===== config.mk =====
export PLATFORM = sky130hd
export DESIGN_NAME = pipeline_ctrl
export DESIGN_NICKNAME = d
export VERILOG_FILES = /design/src/rtl/rv32_pkg.sv /design/src/rtl/pipe_perf_cnt.sv /design/src/rtl/pipeline_ctrl.sv
export SDC_FILE = /design/constraint.sdc
export NUM_CORES = 1
export LEC_CHECK = 0
export CAP_MARGIN = 5
export CORE_MARGIN = 3
export CORE_UTILIZATION = 63
export DETAILED_ROUTE_END_ITERATION = 16
export DONT_BUFFER_PORTS = 1
export HOLD_SLACK_MARGIN = 0.03
export PLACE_DENSITY = 0.87
export RECOVER_POWER = 100
export SLEW_MARGIN = 15
export SYNTH_ARGS = -nofsm -noshare
export SYNTH_HDL_FRONTEND = slang
export SYNTH_SLANG_ARGS = --single-unit
export TNS_END_PERCENT = 100

===== constraint.sdc =====
create_clock -name clk_i -period 1.8 [get_ports clk_i]
set_input_delay 0.18 -clock clk_i [delete_from_list [all_inputs] [get_ports clk_i]]
set_output_delay 0.18 -clock clk_i [all_outputs]
set_load 0.02 [all_outputs]

===== src/rtl/rv32_pkg.sv =====
`default_nettype none
// +----------------------------------------------------------------------+
// | Module   : rv32_pkg                                                  |
// | Purpose  : Shared types and constants for the RV32 pipeline control  |
// |            slice (state encoding, per-stage enable bundle).          |
// | Revision : 1.0  initial release                                      |
// +----------------------------------------------------------------------+
package rv32_pkg;

  localparam int unsigned MAX_FLUSH_CYCLES = 4;

  typedef enum logic [1:0] {
    RUN      = 2'd0,
    MEM_WAIT = 2'd1,
    MD_BUSY  = 2'd2,
    FLUSH    = 2'd3
  } pipe_state_e;

  typedef struct packed {
    logic if_en;
    logic id_en;
    logic ex_en;
    logic mem_en;
    logic wb_en;
  } stage_en_t;

  // Same enable value for every stage.
  function automatic stage_en_t stage_all(input logic v);
    return stage_en_t'({5{v}});
  endfunction

endpackage
`default_nettype wire


===== src/rtl/pipe_perf_cnt.sv =====
`default_nettype none
// +----------------------------------------------------------------------+
// | Module   : pipe_perf_cnt                                             |
// | Purpose  : Free-running 32-bit performance counters for stalled      |
// |            fetch cycles and redirect events. Wraps at 2^32.          |
// | Revision : 1.0  initial release                                      |
// +----------------------------------------------------------------------+
module pipe_perf_cnt (
  input  logic        clk_i,
  input  logic        rst_ni,
  input  logic        stall_i,
  input  logic        redirect_i,
  output logic [31:0] stall_cnt_o,
  output logic [31:0] flush_cnt_o
);

  logic [31:0] stall_cnt_q, stall_cnt_d;
  logic [31:0] flush_cnt_q, flush_cnt_d;

  // Next-count: plain increment, natural wrap from all-ones to zero.
  always_comb begin
    stall_cnt_d = stall_cnt_q + (stall_i    ? 32'd1 : 32'd0);
    flush_cnt_d = flush_cnt_q + (redirect_i ? 32'd1 : 32'd0);
  end

  // Counter registers.
  always_ff @(posedge clk_i or negedge rst_ni) begin
    if (!rst_ni) begin
      stall_cnt_q <= '0;
      flush_cnt_q <= '0;
    end else begin
      stall_cnt_q <= stall_cnt_d;
      flush_cnt_q <= flush_cnt_d;
    end
  end

  assign stall_cnt_o = stall_cnt_q;
  assign flush_cnt_o = flush_cnt_q;

endmodule
`default_nettype wire


===== src/rtl/pipeline_ctrl.sv =====
`default_nettype none
// +----------------------------------------------------------------------+
// | Module   : pipeline_ctrl                                             |
// | Purpose  : Stall/flush sequencer for the 5-stage RV32 pipeline.      |
// |            Merges trap, branch, dmem wait, mul/div busy and load-use |
// |            into per-stage advance enables and bubble strobes.        |
// |            Optional: RV32_PERF_CNT_EN adds stall/redirect counters.  |
// | Revision : 1.0  initial release                                      |
// +----------------------------------------------------------------------+
module pipeline_ctrl
  import rv32_pkg::*;
#(
  parameter int unsigned FLUSH_CYCLES = 1,
  parameter int unsigned MEM_TIMEOUT  = 255
) (
  input  logic        clk_i,
  input  logic        rst_ni,
  input  logic        load_use_i,
  input  logic        branch_taken_i,
  input  logic        trap_i,
  input  logic        dmem_req_i,
  input  logic        dmem_ready_i,
  input  logic        md_start_i,
  input  logic        md_done_i,
  output logic        if_en_o,
  output logic        id_en_o,
  output logic        ex_en_o,
  output logic        mem_en_o,
  output logic        wb_en_o,
  output logic        id_flush_o,
  output logic        ex_flush_o,
  output logic        mem_flush_o,
  output logic        redirect_o,
  output logic        md_kill_o,
  output logic        bus_err_o,
  output logic [31:0] stall_cnt_o,
  output logic [31:0] flush_cnt_o
);

  // Number of FLUSH-state cycles following the redirect cycle itself.
  localparam logic [2:0] FLUSH_RELOAD = 3'(FLUSH_CYCLES - 1);
  localparam logic [7:0] TMO_LIMIT    = 8'(MEM_TIMEOUT);

  pipe_state_e state_q, state_d;
  logic [7:0]  tmo_q, tmo_d;
  logic [2:0]  fl_q, fl_d;

  stage_en_t   en;
  logic        id_fl, ex_fl, mem_fl, redir, kill, err;
  logic        mem_stall;
  logic [7:0]  tmo_inc;

  assign mem_stall = dmem_req_i & ~dmem_ready_i;
  assign tmo_inc   = tmo_q + 8'd1;

  // Next-state and same-cycle control outputs.
  always_comb begin
    state_d = state_q;
    tmo_d   = tmo_q;
    fl_d    = fl_q;
    en      = stage_all(1'b1);
    id_fl   = 1'b0;
    ex_fl   = 1'b0;
    mem_fl  = 1'b0;
    redir   = 1'b0;
    kill    = 1'b0;
    err     = 1'b0;

    if (trap_i) begin
      // Trap beats everything, including an outstanding memory wait.
      redir  = 1'b1;
      id_fl  = 1'b1;
      ex_fl  = 1'b1;
      mem_fl = 1'b1;
      kill   = (state_q == MD_BUSY);
      if (FLUSH_CYCLES > 1) begin
        state_d = FLUSH;
        fl_d    = FLUSH_RELOAD;
      end else begin
        state_d = RUN;
      end
    end else if (state_q == MEM_WAIT && !dmem_ready_i) begin
      // Full freeze; timeout counter saturates so the error fires once.
      en = stage_all(1'b0);
      if (tmo_q != TMO_LIMIT) begin
        tmo_d = tmo_inc;
        err   = (tmo_inc == TMO_LIMIT);
      end
    end else if (state_q == MD_BUSY) begin
      // Load-use is not evaluated here; the hazard detector re-asserts after release.
      if (md_done_i) begin
        state_d = RUN;
      end else begin
        en.if_en = 1'b0;
        en.id_en = 1'b0;
        en.ex_en = 1'b0;
      end
    end else if (state_q == FLUSH) begin
      if (mem_stall) begin
        // An older access in MEM still freezes everything; flush count is held.
        en = stage_all(1'b0);
      end else if (branch_taken_i) begin
        redir = 1'b1;
        id_fl = 1'b1;
        ex_fl = 1'b1;
        fl_d  = FLUSH_RELOAD;
      end else begin
        id_fl = 1'b1;
        if (fl_q <= 3'd1) begin
          state_d = RUN;
        end else begin
          fl_d = fl_q - 3'd1;
        end
      end
    end else begin
      // RUN, or MEM_WAIT releasing this cycle: a branch held in EX during the
      // freeze is acted on here.
      state_d = RUN;
      if (mem_stall) begin
        en      = stage_all(1'b0);
        state_d = MEM_WAIT;
        tmo_d   = '0;
      end else if (branch_taken_i) begin
        redir = 1'b1;
        id_fl = 1'b1;
        ex_fl = 1'b1;
        if (FLUSH_CYCLES > 1) begin
          state_d = FLUSH;
          fl_d    = FLUSH_RELOAD;
        end
      end else if (md_start_i && !md_done_i) begin
        // EX holds the mul/div op; MEM/WB drain, so MEM receives a bubble.
        en.if_en = 1'b0;
        en.id_en = 1'b0;
        en.ex_en = 1'b0;
        state_d  = MD_BUSY;
      end else if (load_use_i) begin
        en.if_en = 1'b0;
        en.id_en = 1'b0;
        ex_fl    = 1'b1;
      end
    end
  end

  // State, timeout and flush-length registers.
  always_ff @(posedge clk_i or negedge rst_ni) begin
    if (!rst_ni) begin
      state_q <= RUN;
      tmo_q   <= '0;
      fl_q    <= '0;
    end else begin
      state_q <= state_d;
      tmo_q   <= tmo_d;
      fl_q    <= fl_d;
    end
  end

  // Outputs are forced inactive while reset is asserted.
  assign if_en_o     = rst_ni & en.if_en;
  assign id_en_o     = rst_ni & en.id_en;
  assign ex_en_o     = rst_ni & en.ex_en;
  assign mem_en_o    = rst_ni & en.mem_en;
  assign wb_en_o     = rst_ni & en.wb_en;
  assign id_flush_o  = rst_ni & id_fl;
  assign ex_flush_o  = rst_ni & ex_fl;
  assign mem_flush_o = rst_ni & mem_fl;
  assign redirect_o  = rst_ni & redir;
  assign md_kill_o   = rst_ni & kill;
  assign bus_err_o   = rst_ni & err;

`ifdef RV32_PERF_CNT_EN
  pipe_perf_cnt u_perf (
    .clk_i       (clk_i),
    .rst_ni      (rst_ni),
    .stall_i     (rst_ni & ~if_en_o),
    .redirect_i  (redirect_o),
    .stall_cnt_o (stall_cnt_o),
    .flush_cnt_o (flush_cnt_o)
  );
`else
  assign stall_cnt_o = '0;
  assign flush_cnt_o = '0;
`endif

endmodule
`default_nettype wire

==> key figures <==
Pwr
  – Flop pwr share: just under 40%
  – Clock power share: about a fifth
  – Internal power: roughly 0.00051 W
  – Sw frac: 41.7%
  – Combinational cell fraction of total power: around two fifths
  – Max VDD drop: around 0.45 mV
  – P per Cell Area: 573 nW/um2
  – Leak: ~0.77 nW
  – Psw: 0.000363 W

Logic synthesis
  – Syn Area/Cell: roughly 8.2 um2
  – Count of cell types in the netlist: 46
  – Synth async-reset ratio: between 90% and 100%
  – EDFF count, synth: 0
  – Yosys warning total: 0
  – Synth top cells by count: buf_4, nor2_1, dfrtp_1
  – Yosys reg bits: 13
  – Top-count cell post-synth: buf_4
  – Top_reg_cell synth: dfrtp_1
  – Synth area leader: buf_4
  – Seq/Total Area, Yosys: a little over a fifth
  – Gate Count Post-Synth: around 190
  – Cell Area, Synth: around 1500 um2
  – Synth top area share: 32.8%
  – Largest cells by area after synthesis: buf_4, dfrtp_1, nor2_1

Die
  – IO Pins: 84
  – Starting Density: ~67%
  – Core ar.: about 2300 um2
  – Row count: 17
  – Die Y: 55.0 um
  – Die Wd: between 50 and 60 um
  – Die Footprint: between 3000 and 4000 um2

Placed design
  – GP Congestion: 0.842
  – Dpl ws: roughly 130 ps
  – Port Buffers: 0
  – Dpl cells: about 210
  – Final HPWL DP: 1840 um

Hold path
  – Hold Path Class: in2reg

GRT
  – Grt ovf: 0
  – First-pass GRT wire length: approximately 4000 um
  – All-Layer GR Usage: a little under a fifth
  – Pin count of the biggest net entering global routing: 14
  – Vias in the first global route: about 960
  – Antenna violations before repair: 0

CTS
  – Depth of the CTS H-tree: 1
  – CTS buffer count: 3
  – Clk root buf: clkbuf_4
  – Worst-skew pair later-pin latency: 280 ps
  – Clock transition at path regs: around 80 ps
  – Clk sinks: 13
  – Clk buf depth: 2
  – TritonCTS clock tree: yes

STA
  – RSZ-0062 raised after global routing: true
  – Post-route minimum period: around 1900 ps
  – Hold Violations, Final: 0
  – FMAX: 537 MHz
  – Hold WS: between 30 and 40 ps
  – # setup viols final: 1
  – Part of the cycle the worst path needs: 104%
  – Worst Tran Pin Value: roughly 620 ps
  – Final Slew Violations: 0
  – Final WS setup: -63.3 ps
  – Clock skew: approximately 8.5 ps
  – Slew headroom: 58.4%

Setup path
  – Worst reg-to-reg setup slack: between 100 and 150 ps
  – Worst Setup Start Kind: flop
  – CP Max Fanout: 3
  – Critical Path Sink: bus_err_o
  – Crit path from: tmo_q[0]
  – CP Depth: 5
  – CP max-delay cell: dfrtp_1
  – Worst Path Required: 1620 ps
  – FF-to-FF End: tmo_q[6]
  – Delay-heaviest family, CP: simple AND/OR/NAND/NOR gates
  – Peak per-stage delay on the critical path: about 400 ps
  – Worst path bufs/invs: 1
  – CP Data Arrival Time: ~1700 ps
  – Worst R2R Start: tmo_q[0]
  – CP endpoint kind: primary output
  – Kind of critical path: reg2out
  – Crit-path cells: nand4_1 -> or3_1 -> a21o_1 -> nor3_2 -> buf_4
  – Worst r2r path cells: 5

Route
  – Pre-antenna DRT Iters: 7
  – Drt drc: 0
  – 1st-iter DRT viols: 27
  – WL/cell: roughly 13 um
  – DR vias/cell: 5.09
  – Total wire length: about 2900 um
  – Via count: between 1000 and 1500
  – Antenna Nets Post-Route: 0

Layout
  – Area growth syn-to-layout: 0.497%
  – Util after Layout: roughly two thirds
  – Final nets: between 200 and 250
  – Layout Cells excl Fill: approximately 230
  – Fraction of layout cells with a size suffix above 1: about a fifth
  – Antenna diode count: 0

Run status
  – Status: finished, violations left
  – Failing checks: setup timing

Run
  – Max Cap Violations: 0
## stage by stage
stage          TNS (ps)  area, um2  power [W]
2_1_floorplan         0       1750   0.000712
3_3_place_gp          0       1300   0.000623
3_5_place_dp          0       1300   0.000627
4_1_cts               0       1450   0.000842
5_1_grt            -170       1520   0.000930
6_report          -63.3       1520   0.000871
## how the worst min path moves through the flow
stage,start,to,depth (start not counted)
after floorplan,rst_ni,fl_q[0],0
after global placement,rst_ni,tmo_q[2],0
after detailed placement,rst_ni,tmo_q[2],0
after CTS,trap_i,fl_q[2],2
after global routing,md_done_i,state_q[1],2
final,trap_i,fl_q[2],2
## flip-flops by register name, indices dropped and copies added (netlist names)
register,count
tmo_q,8
fl_q,3
state_q,2
## power groups by stage
stage | logic (W) | registers [W] | clock network [W]
2_1_floorplan | 0.000369 | 0.000343 | 0
3_3_place_gp | 0.000273 | 0.000350 | 0
3_5_place_dp | 0.000275 | 0.000351 | 0
4_1_cts | 0.000316 | 0.000339 | 0.000186
5_1_grt | 0.000380 | 0.000346 | 0.000203
6_report | 0.000344 | 0.000344 | 0.000183
## cells in the final DEF (no fill, tap or decap), types with 4 or more instances in the layout
cell type / instances
buf_4: 17
clkbuf_4: 4
conb_1: 64
dfrtp_1: 10
inv_1: 10
nand2_1: 9
nor2_1: 14
o21ai_0: 4
## cells by family after synthesis
family          synth area share (%)
fa+ha+maj                       3.31
other cells                    0.248
xor+xnor                        1.74
simple gates                    16.4
buf+inv                         37.1
flops                           21.5
mux                             2.15
compound gates                  17.5
## per-layer routing
metal	track usage, %	up-vias	wire, um
met2	32.5	82	1430
met4	7.29	0	57
li1	-	538	-
met3	3.22	7	332
met5	0	-	0
met1	22.7	553	1100
## area by class of cell
type / instances / area (um2)
Multi-Input combinational cell: 156 / 926
Fill cell: 176 / 736
Sequential cell: 13 / 329
Timing Repair Buffer: 21 / 165
Inverter: 10 / 37.5
Tap cell: 28 / 35.0
Clock buffer: 4 / 26.3
## what timing repair did
item | 4_1_cts | 5_1_grt
hold buffers | 3 | 0
resized for setup | 6 | 10
buffers inserted | 10 | 3
setup endpoints to repair | 5 | 5
endpoints found under the hold margin | 16 | 0
pin swaps | 5 | 2
Power figures use the tool's default switching activity.
